File: src/rtl/alu_pkg.sv
// alu_pkg: opcode codes and issue FSM states shared by the ALU issue controller.
package alu_pkg;
  localparam logic [3:0] OP_ADD  = 4'd0;
  localparam logic [3:0] OP_SUB  = 4'd1;
  localparam logic [3:0] OP_MUL  = 4'd2;
  localparam logic [3:0] OP_INCR = 4'd3;
  localparam logic [3:0] OP_DECR = 4'd4;
  localparam logic [3:0] OP_AND  = 4'd5;
  localparam logic [3:0] OP_OR   = 4'd6;
  localparam logic [3:0] OP_XOR  = 4'd7;
  localparam logic [3:0] OP_NOT  = 4'd8;
  localparam logic [3:0] OP_NAND = 4'd9;
  localparam logic [3:0] OP_NOR  = 4'd10;
  localparam logic [3:0] OP_XNOR = 4'd11;
  localparam logic [3:0] OP_RSH  = 4'd12;
  localparam logic [3:0] OP_LSH  = 4'd13;
  localparam logic [3:0] OP_RRSH = 4'd14;
  localparam logic [3:0] OP_LLSH = 4'd15;
  typedef enum logic [1:0] {IDLE, EXEC, RESP} state_t;
endpackage

File: src/rtl/rr_arb2.sv
// rr_arb2: two-way round-robin arbiter; ptr picks the winner only on contention.
module rr_arb2 (
  input  logic [1:0] valid,
  input  logic       ptr,
  output logic [1:0] grant
);
  assign grant = &valid ? (ptr ? 2'b10 : 2'b01) : valid;
endmodule

File: src/rtl/alu_issue_ctrl.sv
// alu_issue_ctrl: arbitrates two requesters onto one shared ALU and registers its response.
module alu_issue_ctrl
  import alu_pkg::*;
#(
  parameter int W       = 32,
  parameter int ALU_LAT = 1,
  parameter int MUL_LAT = 4
) (
  input  logic           clk,
  input  logic           rst,
  input  logic [1:0]     req_valid,
  output logic [1:0]     req_ready,
  input  logic [7:0]     req_opcode,
  input  logic [2*W-1:0] req_op1,
  input  logic [2*W-1:0] req_op2,
  output logic [3:0]     alu_opcode,
  output logic [W-1:0]   alu_operand1,
  output logic [W-1:0]   alu_operand2,
  input  logic [W-1:0]   alu_result,
  input  logic           alu_carry,
  input  logic [2*W-1:0] alu_product,
  output logic           rsp_valid,
  input  logic           rsp_ready,
  output logic           rsp_id,
  output logic [W-1:0]   rsp_result,
  output logic           rsp_carry,
  output logic [2*W-1:0] rsp_product,
  output logic           busy
);
  localparam int CW = $clog2((MUL_LAT > ALU_LAT ? MUL_LAT : ALU_LAT) + 1);
  state_t          state;
  logic [CW-1:0]   cnt;
  logic            rr_ptr;
  logic [1:0]      grant;
  logic            sel;
  logic [3:0]      sel_op;
  logic [W-1:0]    sel_a, sel_b;
  logic            is_mul, is_arith;
  logic [W-1:0]    cap_result;
  logic            cap_carry;
  logic [2*W-1:0]  cap_product;
  rr_arb2 u_arb (.valid(req_valid), .ptr(rr_ptr), .grant(grant));
  assign req_ready   = state == IDLE ? grant : 2'b00;
  assign busy        = state != IDLE;
  assign sel         = grant[1];
  assign sel_op      = sel ? req_opcode[7:4] : req_opcode[3:0];
  assign sel_a       = sel ? req_op1[2*W-1:W] : req_op1[W-1:0];
  assign sel_b       = sel ? req_op2[2*W-1:W] : req_op2[W-1:0];
  assign is_mul      = alu_opcode == OP_MUL;
  assign is_arith    = alu_opcode inside {OP_ADD, OP_SUB, OP_INCR, OP_DECR};
  // MUL reports through the product bus; logic/shift ops never expose a carry
  assign cap_result  = is_mul ? alu_product[W-1:0] : alu_result;
  assign cap_carry   = is_mul ? |alu_product[2*W-1:W] : is_arith & alu_carry;
  assign cap_product = is_mul ? alu_product : '0;
  always_ff @(posedge clk or posedge rst) begin
    if (rst) begin
      state        <= IDLE;
      cnt          <= '0;
      rr_ptr       <= 1'b0;
      alu_opcode   <= '0;
      alu_operand1 <= '0;
      alu_operand2 <= '0;
      rsp_valid    <= 1'b0;
      rsp_id       <= 1'b0;
      rsp_result   <= '0;
      rsp_carry    <= 1'b0;
      rsp_product  <= '0;
    end else begin
      case (state)
        IDLE: if (|req_ready) begin
          alu_opcode   <= sel_op;
          alu_operand1 <= sel_a;
          alu_operand2 <= sel_b;
          rsp_id       <= sel;
          rr_ptr       <= ~sel;
          cnt          <= sel_op == OP_MUL ? CW'(MUL_LAT - 1) : CW'(ALU_LAT - 1);
          state        <= EXEC;
        end
        EXEC: if (cnt == '0) begin
          rsp_result  <= cap_result;
          rsp_carry   <= cap_carry;
          rsp_product <= cap_product;
          rsp_valid   <= 1'b1;
          state       <= RESP;
        end else begin
          cnt <= cnt - 1'b1;
        end
        RESP: if (rsp_ready) begin
          rsp_valid <= 1'b0;
          state     <= IDLE;
        end
        default: state <= IDLE;
      endcase
    end
  end
endmodule

File: config.mk
export PLATFORM = sky130hd
export DESIGN_NAME = alu_issue_ctrl
export DESIGN_NICKNAME = d
export VERILOG_FILES = /design/src/rtl/alu_pkg.sv /design/src/rtl/rr_arb2.sv /design/src/rtl/alu_issue_ctrl.sv
export SDC_FILE = /design/constraint.sdc
export NUM_CORES = 1
export LEC_CHECK = 0
export CELL_PAD_IN_SITES_DETAIL_PLACEMENT = 0
export CELL_PAD_IN_SITES_GLOBAL_PLACEMENT = 1
export CORE_AREA = 2 2 158 160
export DETAILED_ROUTE_END_ITERATION = 6
export DIE_AREA = 0 0 160 162
export PLACE_DENSITY_LB_ADDON = 0.1
export SYNTH_ARGS = -nofsm -noshare
export SYNTH_HDL_FRONTEND = slang
export SYNTH_SLANG_ARGS = --single-unit
File: constraint.sdc
create_clock -name clk -period 12.1 [get_ports clk]
set_clock_uncertainty 0.2 [all_clocks]
set_input_delay 2.42 -clock clk [delete_from_list [all_inputs] [get_ports clk]]
set_output_delay 2.42 -clock clk [all_outputs]
set_load 0.03 [all_outputs]
==> flow_metrics.env, run 1 <==
export IMPL_status="finished clean"
export IMPL_ys_ff_latch=173
export IMPL_ctsHtreeMaxLevel=4
export IMPL_synth_most_common_cell="dfrtp_1"
export IMPL_synth_seq_area_share=0.588
export IMPL_syn_nets=920
export IMPL_drt_vias_per_instance=4.64
export IMPL_drt_pass1_iter_count=4
export IMPL_synth_top_area_frac=0.588
export IMPL_power_density_mw_per_mm2=272
export IMPL_totalWireLength_um=25100
export IMPL_p_leak_nw=5.25
export IMPL_cp_arrival_ps=4840
export IMPL_synthTopCellsByCount="dfrtp_1 (173), nand2_1 (133), o21ai_0 (68)"
export IMPL_grt_busiest_layer="met2"
export IMPL_root_buffer="clkbuf_16"
export IMPL_grt_pass1_wl_um=38600
export IMPL_async_flop_share=1.00
export IMPL_worstPathRequired_ps=9480
export IMPL_max_freq_mhz=134
export IMPL_initial_utilization=0.305
export IMPL_die_area_mm2=0.0259
export IMPL_dr_first_iter_drc_count=287
export IMPL_synth_top_cell_by_area="dfrtp_1"
export IMPL_max_cap_viol_count=0
export IMPL_grt_pass1_vias=6789
export IMPL_crit_path_top_delay_cell="clkdlybuf4s50_1"
export IMPL_antenna_found_initial=1
export IMPL_ctsHoldBuffers=0
export IMPL_nNetsFinal=1306
export IMPL_path_class="in -> out"
export IMPL_dp_hpwl_um=18100
export IMPL_min_period_over_period=0.617
export IMPL_cts_buffers=17
export IMPL_fin_setup_tns_ps=0
export IMPL_cts_sink_count=173
export IMPL_grt_setup_unrepaired="false"
export IMPL_synth_top_flop_cell="dfrtp_1"
export IMPL_worst_pin_slew_ps=1130
export IMPL_grtUsageMet3=0.0672
export IMPL_syn_to_final_growth_pct=66.7
export IMPL_slowest_delay_ps=760
export IMPL_critical_path_buf_inv_count=4
export IMPL_gr_usage_met2=0.330
export IMPL_clk_pin_slew_ps=70
export IMPL_wire_per_inst_um=17.9
export IMPL_portBuffers=407
export IMPL_fin_area_mm2=0.0123
export IMPL_slew_viol_final=0
export IMPL_finalSetupViolations=0
export IMPL_cts_resized_gates=0
export IMPL_synthCells=680
export IMPL_globalplace_congestion=0.805
export IMPL_clockBufferDepth=2
export IMPL_vias=6516
export IMPL_die_y_um=162
export IMPL_max_slew_margin_rel=0.244
export IMPL_grt_total_usage=0.192
export IMPL_drc=0
export IMPL_core_area_mm2=0.0241
export IMPL_end_kind="primary output"
export IMPL_dpl_instance_area_mm2=0.0117
export IMPL_drtAntennaViolNets=0
export IMPL_boundaryPins=408
export IMPL_synthDistinctLibCells=35
export IMPL_fin_ws_ps=4640
export IMPL_hold_class="reg -> reg"
export IMPL_netlist_area_mm2=0.00736
export IMPL_grt_max_degree=128
export IMPL_cts_tree="built"
export IMPL_cp_max_fo=39
export IMPL_synthTopCellsByArea="dfrtp_1 (59%), nand2_1 (6.8%), mux2i_1 (5.2%)"
export IMPL_ir_worst_vdd_mv=0.112
export IMPL_critical_path_top_delay_family="buffers and inverters"
export IMPL_hold_viol=0
export IMPL_clk_latency_ps=420
export IMPL_rows=57
export IMPL_syn_avg_cell_area_um2=10.8
export IMPL_path_cells="clkdlybuf4s50_1, o21ai_4, buf_4, nor2_2, buf_4, clkdlybuf4s50_1"
export IMPL_grt_ovfl_total=0
export IMPL_drive_gt1_frac=0.0463
export IMPL_gr_usage_met1=0.223
export IMPL_worstSetupStartpointType="primary input"
export IMPL_place_ws_ps=4640
export IMPL_die_w_um=160
export IMPL_synth_edf_count=0
export IMPL_yosys_warnings=0
export IMPL_post_cts_buffers=0
export IMPL_fin_crit_ps=7460
[cells in the final DEF, fill, tap and decap left out, drive strengths merged, types with 3 or more instances in the layout]
cell and instances:
nor3 3, and2 36, nor2 10, inv 15, nor4 8, nand2 133, dfrtp 173, a221o 36
clkdlybuf4s50 407, a21boi 32, buf 9, mux2i 38, nor2b 3, a22o 32, o21ai 100, clkbuf 19
clkinv 6
[tightest hold or removal path: stages, from the launching register on]
cell	delay, ps
dfrtp_1	340
nand2_1	40
o21ai_0	60
[logic make-up after synthesis]
kind of cell,Yosys count,synth area share
DFF,173,0.588
adders and majority gates,2,0.00340
AOI/OAI and AO/OA,208,0.196
and+or+nand+nor,200,0.124
muxes,38,0.0517
buffers and inverters,59,0.0372
[path summary, 6_finish.rpt]
kind	startpoint	endpoint	slack (ps)	depth (start not counted)
setup / recovery	req_valid[1]	req_ready[1]	4640	6
hold / removal	alu_operand1[14]$_DFFE_PP0P_	alu_operand1[14]$_DFFE_PP0P_	280	2
setup reg to reg	cnt[0]$_DFFE_PP0P_	rsp_product[38]$_DFFE_PP0P_	9150	8
hold reg to reg	alu_operand1[14]$_DFFE_PP0P_	alu_operand1[14]$_DFFE_PP0P_	280	2
max in group asynchronous	rst	rsp_product[43]$_DFFE_PP0P_	7710	3
min in group asynchronous	rst	rsp_product[45]$_DFFE_PP0P_	2350	2
[layout make-up]
class	instances	area, um2
sequential	173	4330
multi-input combinational	448	2810
clock inverter	13	106
antenna	1	2.50
fill	2310	11800
inverter	10	42.5
timing repair buffer	416	4140
clock buffer	19	443
tap	324	405
[stage by stage]
step	total power, mW	utilization	hold WS (ps)	instances
4_1_cts	3.38	0.509	284	1403
3_5_place_dp	2.85	0.486	269	1371
3_3_place_gp	2.84	0.486	260	1371
2_1_floorplan	2.05	-	261	680
6_report	3.34	0.509	278	1404
5_1_grt	3.55	0.509	304	1404
[metal layers]
layer	vias to the layer above	part of all wire
li1	3181	-
met1	3040	0.39
met2	261	0.50
met3	34	0.083
met4	0	0.025
met5	-	0
[sequential cells by signal (all words and copies together) (netlist names)]
register and cells:
alu_opcode 4, alu_operand1 32, alu_operand2 32, cnt 3
rr_ptr 1, rsp_carry 1, rsp_id 1, rsp_product 64
rsp_result 32, rsp_valid 1, state 2
[report_power, final]
group	internal [mW]	leakage, nW	switching, mW
clock network	0.273	0.267	0.243
registers	0.852	2.22	0.151
logic	0.751	2.76	1.07
No activity file was read; power rests on OpenSTA's default activity.
==> inputs of run 2 (changes only) <==
--- a/config.mk
+++ b/config.mk
@@ -7,9 +7,9 @@
 export LEC_CHECK = 0
 export CELL_PAD_IN_SITES_DETAIL_PLACEMENT = 0
 export CELL_PAD_IN_SITES_GLOBAL_PLACEMENT = 1
-export CORE_AREA = 2 2 158 160
+export CORE_AREA = 2 2 172 174
 export DETAILED_ROUTE_END_ITERATION = 6
-export DIE_AREA = 0 0 160 162
+export DIE_AREA = 0 0 174 176
 export PLACE_DENSITY_LB_ADDON = 0.1
 export SYNTH_ARGS = -nofsm -noshare
 export SYNTH_HDL_FRONTEND = slang
==> constraint.sdc (replaced) <==
create_clock -name clk -period 6.5 [get_ports clk]
set_clock_uncertainty 0.2 [all_clocks]
set_input_delay 1.3 -clock clk [delete_from_list [all_inputs] [get_ports clk]]
set_output_delay 1.3 -clock clk [all_outputs]
set_load 0.03 [all_outputs]
==> run 2 against run 1 <==
  * Global-route usage is 1.9 points lower
  * Sequential share of layout area shrank 0.28 points
  * Cell count up 4.3%
  * Sequential cell count did not move
  * Register-to-register slack got worse by 5400 ps
  * Critical endpoint is now req_ready[0]
==> flow_metrics.env, run 2 (synthesis gave the netlist of run 1 again) <==
export IMPL_status="finished clean"
export IMPL_fin_total_pwr_mw=6.27
export IMPL_final_cell_mix="clkdlybuf4s50_1 (407), dfrtp_1 (173), nand2_1 (132)"
export IMPL_ff2ff_setup_slack_ps=3730
export IMPL_cp_depth=4
export IMPL_path_class="in -> out"
export IMPL_initial_utilization=0.258
export IMPL_grt_total_usage=0.173
export IMPL_totalWireLength_um=26500
export IMPL_dr_first_iter_drc_count=238
export IMPL_max_slew_margin_rel=0.411
export IMPL_grt_pass1_vias=6842
export IMPL_power_density_mw_per_mm2=507
export IMPL_cts_resized_gates=0
export IMPL_cts_sink_count=173
export IMPL_slew_viol_final=0
export IMPL_worstSetupEndpoint="req_ready[0]"
export IMPL_boundaryPins=408
export IMPL_drt_pass1_iter_count=6
export IMPL_antenna_found_initial=2
export IMPL_nFillCells=2819
export IMPL_cp_max_fo=3
export IMPL_die_y_um=176
export IMPL_globalplace_congestion=0.764
export IMPL_dpl_instance_area_mm2=0.0118
export IMPL_crit_path_top_delay_cell="clkdlybuf4s50_1"
export IMPL_max_freq_mhz=223
export IMPL_max_cap_viol_count=0
export IMPL_rows=62
export IMPL_worstSetupStartpointType="primary input"
export IMPL_fin_crit_ps=4480
export IMPL_drive_gt1_frac=0.0464
export IMPL_cts_tree="built"
export IMPL_worst_pin_slew_ps=883
export IMPL_slowest_delay_ps=750
export IMPL_fin_setup_tns_ps=0
export IMPL_cp_arrival_ps=2980
export IMPL_p_leak_nw=5.26
export IMPL_startpoint="req_valid[0]"
export IMPL_worstPathRequired_ps=5000
export IMPL_r2r_cells=6
export IMPL_critical_path_top_delay_family="buffers and inverters"
export IMPL_post_cts_buffers=0
export IMPL_end_kind="primary output"
export IMPL_clockBufferDepth=2
export IMPL_root_buffer="clkbuf_16"
export IMPL_hold_viol=0
export IMPL_drc=0
export IMPL_min_period_over_period=0.689
export IMPL_portBuffers=407
export IMPL_nNetsFinal=1306
export IMPL_clk_latency_ps=410
export IMPL_clk_pin_slew_ps=70
export IMPL_path_cells="clkdlybuf4s50_1, inv_2, a211oi_4, clkdlybuf4s50_1"
export IMPL_core_area_mm2=0.0285
export IMPL_ir_worst_vdd_mv=0.187
export IMPL_dp_hpwl_um=19000
export IMPL_rr_endpoint="rsp_product[1]$_DFFE_PP0P_"
export IMPL_hold_class="reg -> reg"
export IMPL_syn_to_final_growth_pct=68.1
export IMPL_r2r_start="cnt[0]$_DFFE_PP0P_"
export IMPL_ctsHoldBuffers=0
export IMPL_drt_vias_per_instance=4.40
export IMPL_grt_ovfl_total=0
export IMPL_crit_top_cell="clkdlybuf4s50_1"
export IMPL_vias=6441
export IMPL_largest_reg_flops=64
export IMPL_mostFrequentLayoutCell="clkdlybuf4s50_1"
export IMPL_ctsHtreeMaxLevel=4
export IMPL_grt_max_degree=105
export IMPL_wire_per_inst_um=18.1
export IMPL_grt_pass1_wl_um=40800
export IMPL_drtAntennaViolNets=0
export IMPL_finalSetupViolations=0
export IMPL_fin_area_mm2=0.0124
export IMPL_die_w_um=174
export IMPL_largest_register="rsp_product"
export IMPL_cts_buffers=17
export IMPL_die_area_mm2=0.0306
export IMPL_grt_setup_unrepaired="false"
export IMPL_critical_path_buf_inv_count=3
-- run 2: cell types whose count changed in the layout (fill, tap and decap cells not counted) --
cell	previous run	this run
buf_12	0	1
inv_6	5	7
clkinv_2	2	1
clkinv_4	4	1
diode_2	1	2
buf_4	9	8
inv_8	1	4
clkbuf_1	1	0
clkinvlp_4	2	1
-- run 2: worst register-to-register path, delay by kind of cell (launching register included) --
kind	cells	cell delay, ps
fa+ha+maj	1	200
flops	1	370
compound gates	1	250
buf+inv	2	800
simple gates	2	810
-- run 2: metrics by stage --
step	setup WS, ps	instances	util	hold slack (ps)
2_1_floorplan	312	680	-	261
3_3_place_gp	2060	1431	0.414	260
3_5_place_dp	2020	1431	0.414	269
4_1_cts	2000	1462	0.433	286
5_1_grt	1940	1464	0.433	304
6_report	2020	1464	0.433	278
-- run 2: area by class of cell --
class,instances,area [um2],area share
Tap cell,384,480,0.0388
Antenna cell,2,5.00,0.000404
Timing Repair Buffer,416,4150,0.336
Inverter,10,42.5,0.00344
Clock inverter,13,119,0.00961
Sequential cell,173,4330,0.350
Multi-Input combinational cell,448,2810,0.227
Clock buffer,18,439,0.0355
-- run 2: worst min-delay path by stage --
| stage | from | to | slack (ps) | cells past startpoint |
|---|---|---|---|---|
| detailed placement | alu_operand1[5]$_DFFE_PP0P_ | alu_operand1[5]$_DFFE_PP0P_ | 270 | 2 |
| finish | alu_operand1[3]$_DFFE_PP0P_ | alu_operand1[3]$_DFFE_PP0P_ | 280 | 2 |
| floorplan | cnt[1]$_DFFE_PP0P_ | cnt[1]$_DFFE_PP0P_ | 260 | 2 |
| CTS | rsp_carry$_DFFE_PP0P_ | rsp_carry$_DFFE_PP0P_ | 290 | 2 |
| global placement | rsp_carry$_DFFE_PP0P_ | rsp_carry$_DFFE_PP0P_ | 260 | 2 |
| global route | rsp_product[24]$_DFFE_PP0P_ | rsp_product[24]$_DFFE_PP0P_ | 300 | 2 |
-- run 2: per-layer routing --
layer  vias to the layer above  global-route usage  part of all wire
met1                      2974               0.215              0.42
met2                       258               0.276              0.47
met3                        22              0.0661             0.092
li1                       3187                   -                 -
met4                         0              0.0599             0.018
met5                         -                   0                 0
-- run 2: power by group --
part	switching (mW)	total, mW	internal, mW	leakage, nW
Sequential	0.287	1.87	1.59	2.22
Clock	0.492	1.01	0.518	0.277
Combinational	2.00	3.39	1.40	2.76
==> inputs of run 3 (changes only) <==
--- a/config.mk
+++ b/config.mk
@@ -7,9 +7,9 @@
 export LEC_CHECK = 0
 export CELL_PAD_IN_SITES_DETAIL_PLACEMENT = 0
 export CELL_PAD_IN_SITES_GLOBAL_PLACEMENT = 1
-export CORE_AREA = 2 2 172 174
+export CORE_AREA = 2 2 166 168
 export DETAILED_ROUTE_END_ITERATION = 6
-export DIE_AREA = 0 0 174 176
+export DIE_AREA = 0 0 168 170
 export PLACE_DENSITY_LB_ADDON = 0.1
 export SYNTH_ARGS = -nofsm -noshare
 export SYNTH_HDL_FRONTEND = slang
==> constraint.sdc (replaced) <==
create_clock -name clk -period 4.4 [get_ports clk]
set_clock_uncertainty 0.2 [all_clocks]
set_input_delay 0.88 -clock clk [delete_from_list [all_inputs] [get_ports clk]]
set_output_delay 0.88 -clock clk [all_outputs]
set_load 0.03 [all_outputs]
==> run 3 against run 2 <==
  * Sequential cell count unchanged
  * Core utilization grew 3.3 points
  * Total power up 50%
  * Non-clock buffer count increased by 7
==> flow_metrics.env, run 3 (synthesis gave the netlist of run 1 again) <==
export IMPL_pwr_share_comb=0.536
export IMPL_grt_total_usage=0.181
export IMPL_nFillCells=2510
export IMPL_crit_top_cell="clkdlybuf4s50_1"
export IMPL_grt_ovfl_total=0
export IMPL_slew_viol_final=0
export IMPL_seq_area_mm2=0.00433
export IMPL_final_cell_mix="clkdlybuf4s50_1 (406), dfrtp_1 (173), nand2_1 (132)"
export IMPL_dr_first_iter_drc_count=301
export IMPL_cts_resized_gates=0
export IMPL_max_slew_margin_rel=0.314
export IMPL_critical_path_top_delay_family="buffers and inverters"
export IMPL_ctsHtreeMaxLevel=4
export IMPL_max_freq_mhz=282
export IMPL_fin_crit_ps=3550
export IMPL_syn_to_final_growth_pct=69.0
export IMPL_p_leak_nw=5.32
export IMPL_antenna_found_initial=1
export IMPL_worst_pin_slew_ps=1030
export IMPL_fin_setup_tns_ps=0
export IMPL_drt_pass1_iter_count=5
export IMPL_clockBufferDepth=2
export IMPL_globalplace_congestion=0.769
export IMPL_largest_register="rsp_product"
export IMPL_die_area_mm2=0.0286
export IMPL_ctsHoldBuffers=0
export IMPL_path_class="in -> out"
export IMPL_drive_gt1_frac=0.0543
export IMPL_intPower_mw=5.26
export IMPL_status="finished clean"
export IMPL_boundaryPins=408
export IMPL_worstPathRequired_ps=3320
export IMPL_grt_max_degree=98
export IMPL_grt_pass1_wl_um=39600
export IMPL_clk_pin_slew_ps=70
export IMPL_max_cap_viol_count=0
export IMPL_vias=6554
export IMPL_die_y_um=170
export IMPL_cp_max_fo=4
export IMPL_crit_path_top_delay_cell="clkdlybuf4s50_1"
export IMPL_initial_utilization=0.276
export IMPL_power_switching_mw=4.13
export IMPL_core_area_mm2=0.0267
export IMPL_critical_path_buf_inv_count=2
export IMPL_die_w_um=168
export IMPL_mostFrequentLayoutCell="clkdlybuf4s50_1"
export IMPL_totalWireLength_um=26200
export IMPL_grt_pass1_vias=6930
export IMPL_drc=0
export IMPL_rows=60
export IMPL_drt_vias_per_instance=4.59
export IMPL_multi_input_area_mm2=0.00281
export IMPL_largest_reg_flops=64
export IMPL_place_inst=1395
export IMPL_finalSetupViolations=0
export IMPL_wire_per_inst_um=18.4
export IMPL_slowest_delay_ps=710
export IMPL_nNetsFinal=1313
export IMPL_cp_arrival_ps=2470
export IMPL_power_density_mw_per_mm2=755
export IMPL_min_period_over_period=0.806
export IMPL_grt_setup_unrepaired="false"
export IMPL_post_cts_buffers=0
export IMPL_portBuffers=407
export IMPL_cts_sink_count=173
export IMPL_switching_share=0.439
export IMPL_p_clk_frac=0.168
export IMPL_path_cells="clkdlybuf4s50_1, a211oi_4, clkdlybuf4s50_1"
export IMPL_ir_worst_vdd_mv=0.338
export IMPL_cts_tree="built"
export IMPL_seq_power_share=0.295
export IMPL_hold_viol=0
export IMPL_cts_buffers=17
export IMPL_worstSetupStartpointType="primary input"
export IMPL_hold_class="reg -> reg"
export IMPL_drtAntennaViolNets=0
export IMPL_root_buffer="clkbuf_16"
export IMPL_dp_hpwl_um=19300
export IMPL_end_kind="primary output"
export IMPL_clk_latency_ps=420
export IMPL_fin_cells=1428
run 3: stage by stage:
step	total power, mW	instance area, um2	util	setup slack [ps]	hold slack, ps
final	9.39	12400	0.467	852	278
after detailed placement	7.90	11800	0.444	863	270
after global placement	7.88	11800	0.444	858	259
after floorplan	5.65	7370	-	1110	261
after global routing	9.96	12400	0.467	805	304
after CTS	9.53	12400	0.467	852	285
run 3: layer usage:
metal / part of all wire / track usage / up-vias / routed length (um)
li1: - / - / 3190 / -
met1: 0.40 / 0.210 / 3070 / 10600
met2: 0.49 / 0.311 / 262 / 12900
met3: 0.082 / 0.0630 / 32 / 2150
met4: 0.024 / 0.0609 / 0 / 634
met5: 0 / 0 / - / 0
run 3: worst min-delay path, cell delays in order (launching register included):
cell and delay [ps]:
dfrtp_1 340, nand2_1 50, o21ai_0 60
run 3: cell type report:
type / count / share of cell area
Sequential cell: 173 / 0.348
Timing Repair Buffer: 423 / 0.340
Multi-Input combinational cell: 448 / 0.225
Clock buffer: 18 / 0.0353
Tap cell: 341 / 0.0343
Clock inverter: 14 / 0.0137
Inverter: 10 / 0.00332
Antenna cell: 1 / 0.000201
run 3: worst paths after layout:
kind                                        startpoint  slack (ps)  depth (start not counted)                     endpoint
min reg2reg                alu_operand1[7]$_DFFE_PP0P_         280                          2  alu_operand1[7]$_DFFE_PP0P_
min                        alu_operand1[7]$_DFFE_PP0P_         280                          2  alu_operand1[7]$_DFFE_PP0P_
max reg2reg                         cnt[0]$_DFFE_PP0P_        1920                          6   rsp_product[6]$_DFFE_PP0P_
max in group asynchronous                          rst        2390                          3   rsp_result[31]$_DFFE_PP0P_
min in group asynchronous                          rst         840                          2  rsp_product[35]$_DFFE_PP0P_
max                                       req_valid[1]         850                          3                 req_ready[0]
run 3: power groups by stage:
stage	Combinational [mW]	Sequential, mW	Clock (mW)
2_1_floorplan	1.47	4.18	0
3_3_place_gp	5.10	2.79	0
3_5_place_dp	5.10	2.80	0
4_1_cts	5.11	2.79	1.63
5_1_grt	5.39	2.88	1.69
6_report	5.03	2.77	1.58
